**config.mk**
```make
export PLATFORM = sky130hd
export DESIGN_NAME = sector_buffer_reader
export DESIGN_NICKNAME = d
export VERILOG_FILES = /design/src/rtl/sector_buffer_reader.sv
export SDC_FILE = /design/constraint.sdc
export NUM_CORES = 1
export LEC_CHECK = 0
export ABC_AREA = 1
export CAP_MARGIN = 20
export CORE_UTILIZATION = 39
export DETAILED_ROUTE_END_ITERATION = 10
export GPL_ROUTABILITY_DRIVEN = 0
export GPL_TIMING_DRIVEN = 0
export HOLD_SLACK_MARGIN = 0.06
export PLACE_DENSITY = 0.61
export SLEW_MARGIN = 10
export SYNTH_ARGS = -nofsm -noshare
export SYNTH_HDL_FRONTEND = slang
export SYNTH_SLANG_ARGS = --single-unit
```
**constraint.sdc**
```tcl
create_clock -name CLK -period 2.5 [get_ports CLK]
set_clock_uncertainty 0.15 [all_clocks]
set_input_delay 0.25 -clock CLK [delete_from_list [all_inputs] [get_ports CLK]]
set_output_delay 0.25 -clock CLK [all_outputs]
set_load 0.05 [all_outputs]
```
**src/rtl/sector_buffer_reader.sv**
```systemverilog
// Sector buffer reader: fetches SECTOR_LEN bytes from the DBUFF read port starting at a latched
// base address, streams them over valid/ready and accumulates a 16-bit additive checksum.
module sector_buffer_reader #(
  parameter int unsigned ADDR_W     = 15,
  parameter int unsigned SECTOR_LEN = 512
) (
  input  logic              CLK,
  input  logic              RST,
  input  logic              START,
  input  logic              ABORT,
  input  logic [ADDR_W-1:0] BASE_ADDR,
  output logic [ADDR_W-1:0] RADDR_DBUFF,
  output logic              RDEN_DBUFF,
  input  logic [7:0]        Q_DBUFF,
  output logic [7:0]        OUT_DATA,
  output logic              OUT_VALID,
  input  logic              OUT_READY,
  output logic              BUSY,
  output logic              DONE,
  output logic [15:0]       CHECKSUM
);

  // One extra count bit so a sector covering the whole address space is representable.
  localparam int unsigned     CntW    = ADDR_W + 1;
  localparam logic [CntW-1:0] LastIdx = CntW'(SECTOR_LEN - 1);

  typedef enum logic [2:0] {StIdle, StRd, StWt, StOut, StFin} state_e;

  state_e            state_q, state_d;
  logic [ADDR_W-1:0] base_q, base_d;
  logic [ADDR_W-1:0] raddr_q, raddr_d;
  logic [CntW-1:0]   count_q, count_d, count_inc;
  logic              rden_q, rden_d;
  logic              valid_q, valid_d;
  logic              busy_q, busy_d;
  logic              done_q, done_d;
  logic [7:0]        data_q, data_d;
  logic [15:0]       csum_q, csum_d;

  assign count_inc = count_q + CntW'(1);

  always_comb begin
    state_d = state_q;
    base_d  = base_q;
    raddr_d = raddr_q;
    count_d = count_q;
    rden_d  = 1'b0;
    valid_d = valid_q;
    busy_d  = busy_q;
    done_d  = 1'b0;
    data_d  = data_q;
    csum_d  = csum_q;

    if (ABORT && (state_q != StIdle)) begin
      // Abort wins over every other transition; the partial checksum is kept.
      state_d = StIdle;
      valid_d = 1'b0;
      busy_d  = 1'b0;
    end else begin
      case (state_q)
        StIdle: begin
          if (START && !ABORT) begin
            state_d = StRd;
            base_d  = BASE_ADDR;
            raddr_d = BASE_ADDR;
            count_d = '0;
            csum_d  = '0;
            busy_d  = 1'b1;
            rden_d  = 1'b1;
          end
        end
        StRd: begin
          state_d = StWt;
        end
        StWt: begin
          state_d = StOut;
          data_d  = Q_DBUFF;
          valid_d = 1'b1;
          csum_d  = csum_q + {8'h00, Q_DBUFF};
        end
        StOut: begin
          if (OUT_READY) begin
            valid_d = 1'b0;
            count_d = count_inc;
            if (count_q == LastIdx) begin
              state_d = StFin;
              done_d  = 1'b1;
            end else begin
              state_d = StRd;
              rden_d  = 1'b1;
              raddr_d = base_q + count_inc[ADDR_W-1:0];
            end
          end
        end
        StFin: begin
          state_d = StIdle;
          busy_d  = 1'b0;
        end
        default: begin
          state_d = StIdle;
        end
      endcase
    end
  end

  always_ff @(posedge CLK or negedge RST) begin
    if (!RST) begin
      state_q <= StIdle;
      base_q  <= '0;
      raddr_q <= '0;
      count_q <= '0;
      rden_q  <= 1'b0;
      valid_q <= 1'b0;
      busy_q  <= 1'b0;
      done_q  <= 1'b0;
      data_q  <= '0;
      csum_q  <= '0;
    end else begin
      state_q <= state_d;
      base_q  <= base_d;
      raddr_q <= raddr_d;
      count_q <= count_d;
      rden_q  <= rden_d;
      valid_q <= valid_d;
      busy_q  <= busy_d;
      done_q  <= done_d;
      data_q  <= data_d;
      csum_q  <= csum_d;
    end
  end

  assign RADDR_DBUFF = raddr_q;
  assign RDEN_DBUFF  = rden_q;
  assign OUT_DATA    = data_q;
  assign OUT_VALID   = valid_q;
  assign BUSY        = busy_q;
  assign DONE        = done_q;
  assign CHECKSUM    = csum_q;

endmodule

```
# Word level (Yosys, flattened, before mapping)
# Cells that the tools add are included.
# totals
input_bits	28
reg_bits	77
out_inout_bits	43
elab_cells	69
# op_classes
addsub	3
n_bitwise	1
n_mux	28
eq_ne	10
reduce_logical	17
# op_table
cell	n
$pmux 16 s2	2
$mux 15	3
$mux 16	2
$pmux 15 s2	1
$add 16x1->16 const B	1
$add 16x8->16	1
$eq 16x9->1 const B	1
$add 15x15->15	1
$mux 1	12
$mux 3	4
$pmux 3 s4	1
$reduce_bool 3->1	3
$reduce_and 2->1	4
$eq 3x2->1 const B	2
$ne 2x2->1 const B	3
$ne 3x3->1 const B	2
$pmux 1 s2	3
$reduce_and 3->1	2
$reduce_and 5->1	1
$reduce_and 4->1	1
$reduce_bool 2->1	2
$eq 3x1->1 const B	1
$eq 3x3->1 const B	1
$logic_not 3->1	1
other kinds (3)	4

# Longest topological paths before layout
# Gate-level depths: netlist (run 1).
# logic_depth
word_depth	5
mapped_depth	20
mapped_depth_nobuf	20

# Worst setup path before layout (run 1)
# Ideal clock, no wire load.
# synth_timing
path_kind	reg2reg
startpoint	register count_q[2]
endpoint	register raddr_q[14] (netlist: RADDR_DBUFF[14])
path_stages_with_launch	20
required_time_ns	2.232
path_slack_ns	0.015
n_path_buf	0
t_arrival_ns	2.217
period_less_slack_ns	2.485
setup_ns	0.118
path_cell_list	dfrtp_1 -> nand3_1 -> nor2_1 -> nand2_1 -> nor2_4 -> inv_1 -> nor2_1 -> xor2_1 -> inv_1 -> ha_1 -> nand2_1 -> inv_1 -> nand2_1 -> nand2_1 -> a21oi_1 -> nand2_1 -> nand3_1 -> nand3_1 -> nand2_1 -> nand2_1
# synth_between
elab_chain_len	5
elab_cells_between_ends	8
cone_classes	add/sub (2); eq/ne (2); mux (3); reduce/logical (1)
# synth_rtl
element	line	source
start, declared	32	logic [CntW-1:0] count_q, count_d, count_inc;
start signal, assigned	122	count_q <= count_d;
$add 16x1->16	40	assign count_inc = count_q + CntW'(1);
$add 15x15->15	91	raddr_d = base_q + count_inc[ADDR_W-1:0];
$mux 15	85	if (count_q == LastIdx) begin
$mux 15	82	if (OUT_READY) begin
$pmux 15 s2	60	case (state_q)
end signal, assigned	121	raddr_q <= raddr_d;
end, declared	31	logic [ADDR_W-1:0] raddr_q, raddr_d;
# Several ways; a longest one is shown, not always the timed one. The select of a mux whose other input is x is not followed.
# A chain may end at the register's enable or synchronous reset.

# Worst setup path in the final report (run 1)
# layout_timing
startpoint	register count_q[1]
endpoint	register raddr_q[13] (netlist: RADDR_DBUFF[13])
# Same word-level chain as after synthesis.

==> results.md, run 1 <==
* Asr flop ratio synth at 100%
* Total power at between 6000 and 7000 µW
* CP Max Fanout at 4
* Die Wd at 113 µm
* Post-synth EDFFs at 0
* Area Growth Syn to Fin at 36.6%
* I/O Pins at 71
* First-pass GRT wire length at 21400 µm
* Slew @ Worst Pin at 0.656 ns
* Post-Syn Nets at 698
* Drt first pass iters at 4
* Routed Antenna Nets at 0
* Synth top area share at 40.3%
* Internal power at roughly 3700 µW
* Vias after detailed routing at 4565
* Switching Share at 45.8%
* DR vias/cell at 5.13
* Share of cells above drive strength 1 at 18.3%
* Main synth FF type: dfrtp_1
* Seq/Total Area, Yosys at 40.3%
* HPWL after DPL at roughly 9000 µm
* Synthesized area at between 4000 and 5000 µm²
* Clk root buf: clkbuf_16
* Chip Height at 113 µm
* Placed cell count at 860
* Largest net degree at the start of global routing at 46
* Setup WS post-layout at -0.0799 ns
* Final slew viol count at 0
* Maxcap violations at 0
* CTS clk-pin slew, worst paths at 0.06 ns
* Most frequent cell after synthesis: nand2_1
* CTS sink cnt at 77
* Worst-Skew Late Latency at about 0.34 ns
* CTS Buf Count at 9
* Clk pwr share at a little under a fifth
* Netlist cell types at between 40 and 50
* Antenna diode count at 0
* Critical Path RT at 2.58 ns
* Seq cells post-synth at 77
* Tmin final at around 2.6 ns
* Final period util at 103%
* Grt ovf at 0
* GRT Overall Usage at 21.3%
* Largest stage delay, worst path at 0.41 ns
* Sequential power share at 29.1%
* Gate Count Post-Synth at 642
* Routed wire per std cell at 14.7 µm
* Max Freq at 388 MHz
* Initial DRC count at 195
* Psw at 3150 µW
* Total Wirelength at 13100 µm
* CP Class: flip-flop to flip-flop
* Comb pwr share at around 52%
* Hold Fails Final Rpt at 0
* Port-buffer cells at 70
* Crit-path most repeated cell: nand2_1
* Drt drc at 0
* Rows at 40
* Die area at 12700 µm²
* Critical Path Sink Type: flip-flop
* Initial antenna violation count at 0
* CTS Buffer Depth at 2
* Cell breakdown of the critical path: ha_4, nand3_4, nor2_4, xor2_2, ha_1, nand2_2, nor2_1, nor2_2, nor2_1, nor2_1, nand2_1, nand2_1, nand3_1, nand2_1, nand2_1
* CTS tree: done
* Failing checks: setup timing
* Cell taking the most area after synthesis: dfrtp_1
* Commonest cells post-synth: nand2_1 (202), dfrtp_1 (77), inv_1 (76)
* Final net count at 795
* Non-Filler Instances at 890
* Outcome: finished, violations left
* Worst min path class: input pin to async pin
* Syn. warnings at 0
* Startpoint Class: flip-flop
* CORE AREA at 12000 µm²
* Synth top area cells: dfrtp_1 (40%), nand2_1 (16%), ha_1 (6.8%), inv_1 (6.0%), nand3_1 (5.1%)
* Max VDD drop at 0.000572 V
* Leakage at 0.00315 µW
* Max-Slew Margin vs Limit at a little under three fifths
* CP arrival at 2.66 ns
* Final setup fails at 5
* RSZ-0062 raised after global routing: yes
* Synthesized area per cell at around 7.5 µm²
* Min Hold Slack at between 0.2 and 0.25 ns
* CP max-delay cell: dfrtp_1
* Initial Util at 40.0%
* CTS H-tree lvls at 3
* Pwr/cell area at 1050 nW/µm²
* Vias in the first global route at ~4500
## flip-flops by register name (all words and copies together), names as in the netlist
| signal | flops |
|---|---|
| RDEN_DBUFF | 1 |
| OUT_VALID | 1 |
| count_q | 16 |
| OUT_DATA | 8 |
| CHECKSUM | 16 |
| state_q | 3 |
| RADDR_DBUFF | 15 |
| BUSY | 1 |
| DONE | 1 |
| base_q | 15 |
## critical path, delay by kind of cell (launching register included)
kind | cells | cell delay, ns
adder cells (fa/ha/maj) | 2 | 0.48
XOR/XNOR | 1 | 0.27
flip-flops | 1 | 0.41
AND/OR/NAND/NOR | 12 | 1.15
## layer usage
metal  vias to the layer above  track usage [%]  share of wire [%]
li1                       2265                -                  -
met1                      2169             27.1                 46
met2                       112             35.6                 48
met3                        19             4.02                4.4
met4                         0             8.62                1.6
met5                         -                0                  0
## cell usage in the layout (no fill, tap or decap), drive strengths merged, types with 2 or more instances in the layout
| cell | synthesis | routed |
|---|---|---|
| dfrtp | 77 | 77 |
| a31oi | 3 | 3 |
| o21ai | 42 | 42 |
| fa | 2 | 2 |
| nand2 | 207 | 207 |
| nor4 | 2 | 2 |
| xor2 | 11 | 11 |
| clkinv | 1 | 4 |
| nand4 | 8 | 8 |
| and2 | 2 | 2 |
| nand3 | 50 | 50 |
| clkbuf | 4 | 15 |
| o211ai | 2 | 2 |
| o22ai | 8 | 8 |
| inv | 79 | 79 |
| o21bai | 2 | 2 |
| clkdlybuf4s50 | 0 | 69 |
| o31ai | 2 | 2 |
| buf | 8 | 24 |
| a21oi | 27 | 27 |
| nor3 | 7 | 7 |
| nor2 | 57 | 57 |
| xnor2 | 6 | 6 |
| a21o | 2 | 2 |
| a22o | 2 | 2 |
| ha | 26 | 26 |
| or2 | 2 | 2 |
## cell type report
cell class	instances	area [µm²]
flip-flops and latches	77	1930
clock inverters	4	48.8
inverters	80	303
well taps	147	184
multi-input cells	473	2920
fillers	1103	5430
plain buffers	12	62.6
clock buffers	11	243
repair buffers	86	841
## per-stage QoR
stage | utilization, % | worst slack (ns) | setup TNS [ns] | area, µm²
6_report | 54.6 | -0.0799 | -0.337 | 6540
5_1_grt | 54.6 | -0.268 | -1.49 | 6540
4_1_cts | 51.9 | -0.179 | -0.810 | 6200
3_5_place_dp | 47.6 | -0.419 | -2.11 | 5690
3_3_place_gp | 47.4 | -1.85 | -143.69 | 5670
2_1_floorplan | - | 0.0149 | 0 | 4780
## timing repair
action                                 in CTS  in global routing
endpoints found under the hold margin      32                  0
setup endpoints to repair                   9                 11
resized for setup                          34                 63
pin swaps                                  20                 28
hold buffers                                1                  0
buffers inserted                            8                  6
## cell families after synthesis
family / synth area share, %
buffers and inverters: 7.64
adder cells (fa/ha/maj): 7.64
AND/OR/NAND/NOR: 30.1
XOR/XNOR: 3.11
flip-flops: 40.3
AO/OA/AOI/OAI: 11.2
## worst paths after layout
path	slack [ns]	depth (start not counted)	to	from
max	-0.08	15	RADDR_DBUFF[13]	count_q[1]
min in group CLK	0.32	3	base_q[0]	BASE_ADDR[0]
min reg2reg	0.32	2	OUT_DATA[1]	OUT_DATA[1]
min	0.25	2	OUT_DATA[5]	RST
max in group asynchronous	1.37	3	count_q[3]	RST
max reg2reg	-0.08	15	RADDR_DBUFF[13]	count_q[1]
## power groups by stage
stage               Combinational [µW]  Clock, µW  Sequential [µW]
global route                      3850       1390             2050
global placement                  3210          0             1950
finish                            3560       1320             2000
floorplan                         1400          0             2780
detailed placement                3240          0             1960
CTS                               3370       1340             1960
(Power assumes the default switching activity.)
==> inputs of run 2 (changes only) <==
- PLACE_DENSITY: 0.61 -> 0.59
- clock period: 2.5 -> 2.45 ns (I/O delays scaled with it)
==> results.md, run 2 (same netlist as run 1, synthesis figures left out) <==
* Leakage at 0.00329 µW (+4.4%)
* Non-Filler Instances at 910 (+2.2%)
* Max Freq at 372 MHz (-4.2%)
* Slew @ Worst Pin at 0.662 ns (+0.00606 ns)
* Hold Fails Final Rpt at 0 (unchanged)
* Worst-Skew Late Latency at 0.35 ns (about the same)
* Vias in the first global route at 4499 (-1.0%)
* CTS sink cnt at 77 (unchanged)
* CP endpoint: RADDR_DBUFF[14]
* Setup slack, reg-to-reg at -0.24 ns (-0.16 ns)
* Die Wd at 113 µm (unchanged)
* Share of cells above drive strength 1 at 22.8% (+4.5 points)
* Final setup fails at 7 (+2)
* Clk root buf: clkbuf_16
* CTS Buffer Depth at 2 (unchanged)
* Die area at 12700 µm² (unchanged)
* Min Hold Slack at 0.174 ns (-0.0744 ns)
* CTS tree: done
* Total Wirelength at 13600 µm (+3.4%)
* Worst min path class: input pin to async pin
* R2r endpoint: RADDR_DBUFF[14]
* Commonest non-fill, non-tap cell in the layout: nand2_1
* Failing checks: setup timing
* Outcome: finished, violations left
* CP Max Fanout at 4 (unchanged)
* RSZ-0062 raised after global routing: yes
* Pwr/cell area at 1030 nW/µm² (-2.0%)
* Initial Util at 40.0% (unchanged)
* Startpoint Class: flip-flop
* GRT Overall Usage at 21.7% (+0.40 points)
* Setup WS post-layout at -0.242 ns (-0.162 ns)
* Worst reg2reg startpoint: count_q[1]
* Area Growth Syn to Fin at 42.3%
* Drt drc at 0 (unchanged)
* DR vias/cell at 5.14 (+0.29%)
* Grt ovf at 0 (unchanged)
* Critical Path RT at 2.54 ns (-0.04 ns)
* CP Class: flip-flop to flip-flop
* CORE AREA at 12000 µm² (unchanged)
* CTS H-tree lvls at 3 (unchanged)
* Chip Height at 113 µm (unchanged)
* Port-buffer cells at 70 (unchanged)
* Initial antenna violation count at 0 (unchanged)
* Largest net degree at the start of global routing at 58 (+26%)
* Final period util at 110% (+6.7 points)
* Placed cell area at 5700 µm² (+0.18%)
* Maxcap violations at 0 (unchanged)
* Final slew viol count at 0 (unchanged)
* First-pass GRT wire length at 21500 µm (+0.32%)
* Tmin final at 2.69 ns (+0.112 ns)
* Initial DRC count at 227 (+16%)
* Routed Antenna Nets at 0 (unchanged)
* I/O Pins at 71 (unchanged)
* Final net count at 815 (+2.5%)
* CP arrival at 2.78 ns (+0.12 ns)
* Setup TNS at -1.04 ns (-0.703 ns)
* Reg2Reg Depth at 17 (+2)
* HPWL after DPL at 9260 µm (+1.3%)
* Fin area at 6810 µm² (+4.2%)
* Max VDD drop at 0.000574 V (+0.34%)
* Most frequent cells in the layout: nand2_1 (182), dfrtp_1 (76), clkdlybuf4s50_1 (69), inv_1 (65), nor2_1 (42)
* CTS Buf Count at 9 (unchanged)
* Max-Slew Margin vs Limit at 55.9% (-0.40 points)
* Drt first pass iters at 5 (+1)
* Rows at 40 (unchanged)
* Vias after detailed routing at 4681 (+2.5%)
* Placed cell count at 860 (unchanged)
* Routed wire per std cell at 14.9 µm (+1.1%)
* Antenna diode count at 0 (unchanged)
* Critical Path Sink Type: flip-flop
* Critical path origin: count_q[1]
* CTS clk-pin slew, worst paths at 0.06 ns (about the same)
## run 2: cell types whose count changed in the layout (fill, tap and decap cells not counted), moves of 3 or more
cell	before	now
buf_4	16	35
nand2_1	190	182
nand2_2	11	15
nand2_4	6	10
xor2_1	7	4
## run 2: area by class of cell
class / count / area, µm²
repair buffers: 106 / 995
inverters: 80 / 303
clock inverters: 2 / 10.0
plain buffers: 12 / 62.6
fillers: 1065 / 5150
flip-flops and latches: 77 / 1930
multi-input cells: 473 / 3080
well taps: 147 / 184
clock buffers: 13 / 250
## run 2: power by group
| group | total (µW) | switching (µW) | leakage [µW] | internal, µW |
|---|---|---|---|---|
| sequential | 2030 | 345 | 0.00100 | 1690 |
| clock | 1230 | 525 | 0.000129 | 706 |
| combinational | 3770 | 2370 | 0.00216 | 1390 |
## run 2: through the flow
step | util (%) | power, µW | setup slack (ns)
global route | 56.9 | 7480 | -0.373
detailed placement | 47.7 | 5320 | -0.509
floorplan | - | 4270 | -0.00118
CTS | 53.4 | 6730 | -0.196
global placement | 47.5 | 5270 | -1.88
finish | 56.9 | 7030 | -0.242
## run 2: worst max-delay path, cell delays in order, from the launching register on
cell and delay, ns:
dfrtp_1 0.43, ha_4 0.19, nand3_4 0.11, nor2_4 0.20, nand2_4 0.11, o21ai_4 0.18, inv_2 0.06, ha_4 0.31
nand2_2 0.10, nor2_4 0.12, and2_4 0.16, nand2_4 0.05, nand2_4 0.08, inv_2 0.04, nand3_2 0.05, nand3_2 0.07
nand2_1 0.09, nand2_1 0.05
## run 2: how the worst min path moves through the flow
stage / to / startpoint / slack [ns] / cells after the start
6_report: OUT_DATA[5] / RST / 0.17 / 2
2_1_floorplan: BUSY / RST / -0.20 / 0
3_5_place_dp: OUT_DATA[1] / RST / 0.005 / 1
5_1_grt: OUT_DATA[5] / RST / 0.20 / 2
3_3_place_gp: OUT_DATA[1] / OUT_DATA[1] / 0.31 / 2
4_1_cts: OUT_DATA[5] / RST / 0.18 / 2
## run 2: what timing repair did
item | CTS | global route
resized for setup | 51 | 78
setup endpoints to repair | 11 | 15
hold buffers | 1 | 0
pin swaps | 27 | 42
setup buffers | 22 | 12
hold endpoints to repair | 77 | 0
## run 2: per-layer routing
metal,part of all wire [%],GRT usage (%)
met1,44,26.7
met2,50,37.2
met3,3.7,3.16
met4,2.3,10.8
met5,0,0
